### src/rtl/diffeq_pkg.sv
// Shared types for the iterative differential-equation scheduler.
package diffeq_pkg;

   localparam int DataWDef = 32;

   typedef enum logic [3:0] {
      ST_IDLE,
      ST_CHK,
      ST_S1,
      ST_S2,
      ST_S3,
      ST_S4,
      ST_S5,
      ST_S6,
      ST_DONE
   } state_t;

   // Multiplier operand pairs, one per scheduled product.
   typedef enum logic [2:0] {
      MUL_U_DX,
      MUL_TH_X,
      MUL_TH_Y,
      MUL_T1_T2,
      MUL_DX_T3
   } mul_sel_t;

   // ALU operand pairs, one per scheduled add/sub/compare.
   typedef enum logic [2:0] {
      SRC_X_A,
      SRC_X_DX,
      SRC_Y_T1,
      SRC_XN_A,
      SRC_U_T4,
      SRC_T6_T5
   } alu_src_t;

   typedef enum logic [1:0] {
      ALU_ADD,
      ALU_SUB,
      ALU_LT
   } alu_op_t;

endpackage

### src/rtl/diffeq_alu.sv
// Shared add / subtract / signed-less-than unit. LT returns 0 or 1 in bit 0.
module diffeq_alu
   import diffeq_pkg::*;
#(
   parameter int W = DataWDef
) (
   input  alu_op_t        op,
   input  logic [W-1:0]   a,
   input  logic [W-1:0]   b,
   output logic [W-1:0]   y
);

   // Single combinational operation selected by op; sums wrap modulo 2^W.
   always_comb begin
      y = '0;
      case (op)
         ALU_ADD: y = a + b;
         ALU_SUB: y = a - b;
         ALU_LT:  y = {{(W-1){1'b0}}, ($signed(a) < $signed(b))};
         default: y = '0;
      endcase
   end

endmodule

### src/rtl/diffeq_sched_ctrl.sv
// Iterative while (x < a) solver: one multiplier and one ALU shared under a
// fixed 6-cycle schedule per iteration.
//
// state   | meaning
// --------+----------------------------------------------------------
// IDLE    | waiting for Start; inputs captured on acceptance
// CHK     | initial loop test x < a (zero-trip goes straight to DONE)
// S1      | t1 = u*dx,   xn = x + dx
// S2      | t2 = 3*x,    yn = y + t1
// S3      | t3 = 3*y,    cn = xn < a
// S4      | t4 = t1*t2
// S5      | t5 = dx*t3,  t6 = u - t4
// S6      | u = t6 - t5, commit x, y, iteration count; loop or finish
// DONE    | one-cycle Done pulse, results already visible
module diffeq_sched_ctrl
   import diffeq_pkg::*;
#(
   parameter int DataW   = DataWDef,
   parameter int IterW   = 16,
   parameter int MaxIter = 1000
) (
   input  logic               Clk,
   input  logic               Rst,
   input  logic               Start,
   input  logic [DataW-1:0]   u,
   input  logic [DataW-1:0]   x,
   input  logic [DataW-1:0]   y,
   input  logic [DataW-1:0]   dx,
   input  logic [DataW-1:0]   a,
   input  logic [DataW-1:0]   three,
   output logic [DataW-1:0]   u1,
   output logic [DataW-1:0]   x1,
   output logic [DataW-1:0]   y1,
   output logic               c,
   output logic [IterW-1:0]   Iter,
   output logic               Ovf,
   output logic               Busy,
   output logic               Done
);

   state_t             state, state_nxt;
   mul_sel_t           mul_sel;
   alu_src_t           alu_src;
   alu_op_t            alu_op;
   logic               fin;

   logic [DataW-1:0]   uw, xw, yw, dxr, ar, thr;
   logic [DataW-1:0]   t1, t2, t3, t4, t5, t6, xn, yn;
   logic               cn;
   logic [IterW-1:0]   iter_cnt, iter_inc;

   logic [DataW-1:0]   mul_a, mul_b, mul_res;
   logic [DataW-1:0]   alu_a, alu_b, alu_res;

   assign iter_inc = iter_cnt + 1'b1;
   assign Busy     = (state != ST_IDLE);
   assign Done     = (state == ST_DONE);

   // State register.
   always_ff @(posedge Clk or negedge Rst) begin
      if (!Rst) state <= ST_IDLE;
      else      state <= state_nxt;
   end

   // Per-state operand selects for the shared multiplier and ALU.
   always_comb begin
      mul_sel = MUL_U_DX;
      alu_src = SRC_X_A;
      alu_op  = ALU_LT;
      case (state)
         ST_CHK: begin alu_src = SRC_X_A;   alu_op = ALU_LT;  end
         ST_S1:  begin mul_sel = MUL_U_DX;  alu_src = SRC_X_DX;  alu_op = ALU_ADD; end
         ST_S2:  begin mul_sel = MUL_TH_X;  alu_src = SRC_Y_T1;  alu_op = ALU_ADD; end
         ST_S3:  begin mul_sel = MUL_TH_Y;  alu_src = SRC_XN_A;  alu_op = ALU_LT;  end
         ST_S4:  begin mul_sel = MUL_T1_T2; end
         ST_S5:  begin mul_sel = MUL_DX_T3; alu_src = SRC_U_T4;  alu_op = ALU_SUB; end
         ST_S6:  begin alu_src = SRC_T6_T5; alu_op = ALU_SUB; end
         default: ;
      endcase
   end

   // Next state; fin marks the transition into DONE where results are loaded.
   always_comb begin
      state_nxt = state;
      fin       = 1'b0;
      case (state)
         ST_IDLE: if (Start) state_nxt = ST_CHK;
         ST_CHK: begin
            if (alu_res[0]) state_nxt = ST_S1;
            else begin
               state_nxt = ST_DONE;
               fin       = 1'b1;
            end
         end
         ST_S1:   state_nxt = ST_S2;
         ST_S2:   state_nxt = ST_S3;
         ST_S3:   state_nxt = ST_S4;
         ST_S4:   state_nxt = ST_S5;
         ST_S5:   state_nxt = ST_S6;
         ST_S6: begin
            if (cn && (iter_inc < IterW'(MaxIter))) state_nxt = ST_S1;
            else begin
               state_nxt = ST_DONE;
               fin       = 1'b1;
            end
         end
         ST_DONE: state_nxt = ST_IDLE;
         default: state_nxt = ST_IDLE;
      endcase
   end

   // Operand muxes in front of the shared units.
   always_comb begin
      mul_a = uw;
      mul_b = dxr;
      case (mul_sel)
         MUL_U_DX:  begin mul_a = uw;  mul_b = dxr; end
         MUL_TH_X:  begin mul_a = thr; mul_b = xw;  end
         MUL_TH_Y:  begin mul_a = thr; mul_b = yw;  end
         MUL_T1_T2: begin mul_a = t1;  mul_b = t2;  end
         MUL_DX_T3: begin mul_a = dxr; mul_b = t3;  end
         default:   ;
      endcase
      alu_a = xw;
      alu_b = ar;
      case (alu_src)
         SRC_X_A:   begin alu_a = xw; alu_b = ar;  end
         SRC_X_DX:  begin alu_a = xw; alu_b = dxr; end
         SRC_Y_T1:  begin alu_a = yw; alu_b = t1;  end
         SRC_XN_A:  begin alu_a = xn; alu_b = ar;  end
         SRC_U_T4:  begin alu_a = uw; alu_b = t4;  end
         SRC_T6_T5: begin alu_a = t6; alu_b = t5;  end
         default:   ;
      endcase
   end

   // Low DataW bits of the product are identical for signed and unsigned.
   assign mul_res = mul_a * mul_b;

   diffeq_alu #(.W(DataW)) u_alu (
      .op (alu_op),
      .a  (alu_a),
      .b  (alu_b),
      .y  (alu_res)
   );

   // Working registers, scheduled intermediates and held results.
   always_ff @(posedge Clk or negedge Rst) begin
      if (!Rst) begin
         uw <= '0; xw <= '0; yw <= '0; dxr <= '0; ar <= '0; thr <= '0;
         t1 <= '0; t2 <= '0; t3 <= '0; t4 <= '0; t5 <= '0; t6 <= '0;
         xn <= '0; yn <= '0; cn <= 1'b0; iter_cnt <= '0;
         u1 <= '0; x1 <= '0; y1 <= '0; c <= 1'b0; Iter <= '0; Ovf <= 1'b0;
      end else begin
         case (state)
            ST_IDLE: if (Start) begin
               uw <= u; xw <= x; yw <= y; dxr <= dx; ar <= a; thr <= three;
               iter_cnt <= '0;
            end
            ST_S1: begin t1 <= mul_res; xn <= alu_res; end
            ST_S2: begin t2 <= mul_res; yn <= alu_res; end
            ST_S3: begin t3 <= mul_res; cn <= alu_res[0]; end
            ST_S4: t4 <= mul_res;
            ST_S5: begin t5 <= mul_res; t6 <= alu_res; end
            ST_S6: begin
               uw <= alu_res; xw <= xn; yw <= yn;
               iter_cnt <= iter_inc;
            end
            default: ;
         endcase
         if (fin) begin
            if (state == ST_S6) begin
               u1 <= alu_res; x1 <= xn; y1 <= yn;
               c <= cn; Iter <= iter_inc; Ovf <= cn;
            end else begin
               u1 <= uw; x1 <= xw; y1 <= yw;
               c <= 1'b0; Iter <= iter_cnt; Ovf <= 1'b0;
            end
         end
      end
   end

endmodule
### config.mk
export PLATFORM = sky130hd
export DESIGN_NAME = diffeq_sched_ctrl
export DESIGN_NICKNAME = d
export VERILOG_FILES = /design/src/rtl/diffeq_pkg.sv /design/src/rtl/diffeq_alu.sv /design/src/rtl/diffeq_sched_ctrl.sv
export SDC_FILE = /design/constraint.sdc
export NUM_CORES = 2
export LEC_CHECK = 0
export BUFFER_PORTS_ARGS = -buffer_cell sky130_fd_sc_hd__buf_2
export CORE_MARGIN = 10
export CORE_UTILIZATION = 40
export CTS_CLUSTER_DIAMETER = 200
export DETAILED_ROUTE_END_ITERATION = 16
export PLACE_DENSITY = 0.65
export REMOVE_ABC_BUFFERS = 1
export SYNTH_ARGS = -nofsm -noshare
export SYNTH_HDL_FRONTEND = slang
export SYNTH_SLANG_ARGS = --single-unit
export TNS_END_PERCENT = 10
### constraint.sdc
create_clock -name Clk -period 19.3 [get_ports Clk]
set_clock_uncertainty 0.1 [all_clocks]
set_input_delay 0 -clock Clk [delete_from_list [all_inputs] [get_ports Clk]]
set_output_delay 0 -clock Clk [all_outputs]
set_load 0.005 [all_outputs]
# Word-level counts from Yosys, hierarchy flattened
# Cells that the tools add are included.
# op_classes
n_addsub	3
mul	1
n_lt_le_gt_ge	2
eq_ne	20
mux	28
n_reduce_logical	10
# ops
cell	count
$pmux 32 s4	3
$mux 32	6
$pmux 32 s2	3
$pmux 32 s3	2
$add 32x32->32	1
$lt 32x32->1	1
$mul 32x32->32	1
$mux 16	2
$pmux 16 s2	1
$pmux 4 s8	1
$sub 32x32->32	1
$add 16x1->16 const B	1
$eq 4x3->1 const B	4
$lt 16x10->1 const B	1
$pmux 3 s5	1
$eq 3x2->1 const B	4
$mux 4	3
$pmux 3 s4	1
$eq 3x3->1 const B	3
$eq 4x2->1 const B	2
$eq 3x1->1 const B	2
$reduce_or 2->1	3
$eq 4x1->1 const B	1
$eq 4x4->1 const B	1
12 further kinds	15
# totals
ff_bits	582
in_bits	195
word_cells	86

# Depth between registers and ports, before layout
# logic_depth
ltp_word	8
mapped_depth	40
mapped_depth_nobuf	34

# Modules after synthesis
# A second synthesis with hierarchy kept.
# unflattened
hier_cells	5364
area_unflattened_um2	46752.3
# modules_own_cells
mod	instances	cells_per_inst	area_per_inst_um2
diffeq_sched_ctrl	1	4836	43135.1
diffeq_alu	1	528	3617.2

# Worst setup path after synthesis
# Ideal clock, no wire load.
# synth_path
path_kind	reg-to-reg
from	register state[3]
to	register t1[31]
setup_ps	129
t_arrival_ps	8710
slack_ps	10361
stages_incl_launch_ff	36
n_path_buf	5
period_less_slack_ps	8939
cell_sequence	dfrtp_1 > buf_6 > and4bb_2 > a21oi_4 > buf_2 > buf_2 > buf_1 > a211oi_1 > clkbuf_1 > nor2_1 > fa_1 > inv_1 > fa_1 > fa_1 > fa_1 > inv_1 > fa_1 > inv_1 > fa_1 > inv_1 > fa_1 > inv_1 > fa_1 > inv_1 > ha_1 > a21o_1 > a21o_1 > a21oi_1 > o21ai_0 > a31o_2 > a21oi_1 > nor2_1 > o21ai_0 > a21oi_1 > xor2_2 > o21ai_1
# synth_between
elab_chain_cells	6
word_cells_on_any_way	14
classes_between	1 x mul; 9 x eq/ne; 3 x mux; 1 x reduce/logical
# synth_rtl
item	line_no	rtl
start, declared	diffeq_sched_ctrl.sv:41	state_t state, state_nxt;
start signal, assigned	diffeq_sched_ctrl.sv:62	else state <= state_nxt;
$eq 4x3->1 or $eq 4x2->1 (tied branches)	diffeq_sched_ctrl.sv:70	case (state)
$pmux 3 s4	diffeq_sched_ctrl.sv:70	
$eq 3x2->1 or $eq 3x1->1 (tied branches)	diffeq_sched_ctrl.sv:116	case (mul_sel)
$reduce_or 2->1 (no line)	n/a	
$pmux 32 s3	diffeq_sched_ctrl.sv:116	
$mul 32x32->32	diffeq_sched_ctrl.sv:138	assign mul_res = mul_a * mul_b;
end signal, assigned	diffeq_sched_ctrl.sv:160	ST_S1: begin t1 <= mul_res; xn <= alu_res; end
end, declared	diffeq_sched_ctrl.sv:48	logic [DataW-1:0] t1, t2, t3, t4, t5, t6, xn, yn;
# Several ways; a longest one is shown, not always the timed one.
# A chain may end at the register's enable or synchronous reset.

# Worst setup path in the final report
# layout_path
from	register state[3]
to	register t5[29]
# layout_between
elab_chain_cells	6
word_cells_on_any_way	13
classes_between	1 x mul; 8 x eq/ne; 3 x mux; 1 x reduce/logical
# layout_rtl
item	line_no	rtl
$eq 4x3->1, or another cell as far along	diffeq_sched_ctrl.sv:70, diffeq_sched_ctrl.sv:155	
$pmux 3 s4	diffeq_sched_ctrl.sv:70	
$eq 3x2->1 or $eq 3x1->1 (tied branches)	diffeq_sched_ctrl.sv:116	
$reduce_or 2->1 (no line)	n/a	
$pmux 32 s3	diffeq_sched_ctrl.sv:116	
$mul 32x32->32	diffeq_sched_ctrl.sv:138	
end signal, assigned	diffeq_sched_ctrl.sv:164	ST_S5: begin t5 <= mul_res; t6 <= alu_res; end
end, declared	diffeq_sched_ctrl.sv:48	
# Several ways; a longest one is shown, not always the timed one.

==> flow_summary.json <==
{
  "status": "finished, final reports clean",
  "cp.arrival_ns": 11.59,
  "worst_path_largest_cell_delay_ns": 0.99,
  "h-tree-depth": 3,
  "cp.required_ns": 19.72,
  "most_frequent_cell_on_the_critical_path": "sky130_fd_sc_hd__inv_1",
  "detailedRoute.firstPassIterationCount": 6,
  "dp.cells": 6801,
  "synth.distinct_cells": 93,
  "floorplan.initialDensity_pct": 40.2,
  "critPathLaunchType": "flop",
  "final_nets": 6499,
  "placed_cell_area_um2": 48200,
  "root_buffer": "sky130_fd_sc_hd__clkbuf_16",
  "fmax_mhz": 89.5,
  "clk_pin_slew_worst_paths_ns": 0.06,
  "synth_to_layout_area_growth_pct": 19.3,
  "core_region_area_um2": 112000,
  "ys_dominant_reg_cell": "sky130_fd_sc_hd__dfrtp_1",
  "number_of_global_route_vias_before_repair": 42000,
  "post-route-drc-count": 0,
  "per_cell_routed_wire_length_um": 24.0,
  "dp_hpwl_um": 126000,
  "detailedRoute.firstIterationViolations": 4322,
  "netlist_top_cells_count": "1135 x sky130_fd_sc_hd__nand2_1, 582 x sky130_fd_sc_hd__dfrtp_1, 519 x sky130_fd_sc_hd__inv_1",
  "floorplan.die_area_um2": 127000,
  "overall_die_height_um": 356,
  "routabilityCongestion": 0.986,
  "hold_path_class": "primary input to flop",
  "syn-cell-area_um2": 45300,
  "final_non_filler_cell_area_um2": 54000,
  "via_per_inst": 5.66,
  "slowest_stage": "sky130_fd_sc_hd__dfrtp_1",
  "final.period_utilization_pct": 57.9,
  "ratio_of_cells_with_drive_above_1_in_the_final_layout_pct": 10.4,
  "max_slew_margin_vs_limit_pct": 9.68,
  "endpoint_kind": "flop",
  "synth_mux_area_share_pct": 0.550,
  "cts_buffers": 70,
  "peak_fanout_along_the_critical_path": 43,
  "total_routed_length_um": 174000,
  "setup.worst_path.class": "flop to flop",
  "cts_resized": 0,
  "synth-edff-count": 0,
  "number_of_antenna_violations_at_the_first_check_in_global_routing": 6,
  "instance_count_of_the_mapped_netlist": 5240,
  "pin_count_of_the_biggest_net_entering_global_routing": 104,
  "synthMostInstantiatedCell": "sky130_fd_sc_hd__nand2_1",
  "synth_compound_area_share_pct": 16.9,
  "layout.cells.non_filler": 7267,
  "hold_viol": 0,
  "yosys_register_bits": 582,
  "fin_crit_ns": 11.17,
  "tightest_slew_ns": 1.35,
  "placementRows": 123,
  "fin_setup_tns_ns": 0,
  "finalSetupViolCount": 0,
  "antenna_left": 0,
  "synth_top_cell_area_share_pct": 32.2,
  "post_synth_and_or_nand_nor_area_fraction_pct": 17.6,
  "grt.total_usage_pct": 27.1,
  "insertion_delay_ns": 0.67,
  "synth_warnings": 0,
  "clock_tree.buffer_depth": 3,
  "via_count": 41200,
  "io_buffer_count": 310,
  "synthXorXnorAreaFrac_pct": 2.06,
  "drv.max_cap_violation_count": 0,
  "async_reset_ff_share_pct": 100,
  "die_x_um": 356,
  "report.final.slew_viol_count": 0,
  "floorplan.io_pins": 311,
  "post_synth_fa_ha_maj_area_fraction_pct": 23.3,
  "synthTopCellsByArea": "sky130_fd_sc_hd__dfrtp_1 32%, sky130_fd_sc_hd__fa_1 18%, sky130_fd_sc_hd__nand2_1 9.4%",
  "seq_area_frac_synth_pct": 32.2,
  "synth_top_family_by_area": "adder cells",
  "rsz0062_at_grt": "false",
  "grt_pass1_wl_um": 265000,
  "postSynthAreaPerCell_um2": 8.64,
  "most_area_hungry_cell_type_in_the_yosys_netlist": "sky130_fd_sc_hd__dfrtp_1",
  "grt_remaining_overflow": 0,
  "cts_tree": "yes",
  "clkSinkCount": 582
}
==> critical path, delay by kind of cell, from the launching register on <==
kind            cells  cell delay, ns
simple gates        5            1.07
flops               1            0.99
fa+ha+maj           9            3.86
xor+xnor            1            0.31
buf+inv             8            1.22
compound gates     11            3.45
==> stage by stage <==
step,utilization (%),hold slack (ns),worst slack [ns]
2_1_floorplan,-,-0.396,4.54
3_3_place_gp,42.8,0.0339,8.52
6_report,48.0,0.0158,8.13
3_5_place_dp,42.8,0.0361,8.38
5_1_grt,48.0,0.0265,7.73
4_1_cts,48.0,0.0000736,8.38
==> what timing repair did <==
action,CTS,global route
endpoints found under the hold margin,296,0
hold buffers,333,0
buffers inserted,0,0
==> cells by family (layout without fill, tap and decap cells) <==
| logic type | count (synthesis) | after routing |
|---|---|---|
| compound gates | 1180 | 1180 |
| buf+inv | 857 | 1377 |
| flops | 582 | 582 |
| other cells | 0 | 7 |
| mux | 24 | 24 |
| simple gates | 1896 | 1896 |
| xor+xnor | 103 | 103 |
| fa+ha+maj | 598 | 598 |
==> metal layers <==
layer	wire length (um)	share of wire [%]	GRT usage, %
met5	5	0.0029	0
met4	6490	3.7	9.74
met3	17900	10	6.83
met2	78500	45	42.5
met1	71100	41	36.2
==> cell type report <==
cell class / instances / area, um^2
Sequential cell: 582 / 14600
Clock inverter: 33 / 484
Timing Repair Buffer: 729 / 5560
Fill cell: 10600 / 58500
Tap cell: 1500 / 1880
Multi-Input combinational cell: 3801 / 27600
Inverter: 522 / 1960
Antenna cell: 7 / 17.5
Clock buffer: 93 / 1990
==> cells in the final DEF, fill, tap and decap left out, types with 26 or more instances in the layout <==
cell type,n
sky130_fd_sc_hd__buf_4,86
sky130_fd_sc_hd__dfrtp_1,581
sky130_fd_sc_hd__ha_1,188
sky130_fd_sc_hd__a21oi_1,193
sky130_fd_sc_hd__and2_1,94
sky130_fd_sc_hd__a221o_1,105
sky130_fd_sc_hd__nor2_1,435
sky130_fd_sc_hd__xor2_1,27
sky130_fd_sc_hd__xnor2_1,73
sky130_fd_sc_hd__inv_1,519
sky130_fd_sc_hd__clkbuf_16,71
sky130_fd_sc_hd__dlygate4sd3_1,332
sky130_fd_sc_hd__o21ai_1,31
sky130_fd_sc_hd__nand4_1,44
sky130_fd_sc_hd__nand2b_1,45
sky130_fd_sc_hd__o21ai_0,407
sky130_fd_sc_hd__a21o_1,31
sky130_fd_sc_hd__buf_2,309
sky130_fd_sc_hd__nand2_1,1132
sky130_fd_sc_hd__nand3_1,26
sky130_fd_sc_hd__fa_1,410
sky130_fd_sc_hd__nor3_1,26
sky130_fd_sc_hd__a31oi_1,46
sky130_fd_sc_hd__a22oi_1,164
==> path summary, 6_finish.rpt <==
kind,slack [ns],from,cells after the start,to
min in group asynchronous,0.47,Rst,4,Iter[9]
worst min register to register,0.37,yn[25],2,yn[25]
max in group asynchronous,16.01,Rst,6,x1[18]
worst max-delay path,8.13,state[3],34,t5[29]
worst max register to register,8.13,state[3],34,t5[29]
worst min-delay path,0.02,u[5],3,uw[5]
Power is left out: the tool's default activity adds up to more than one toggle a clock period on the data nets, which glitch-free logic cannot reach.
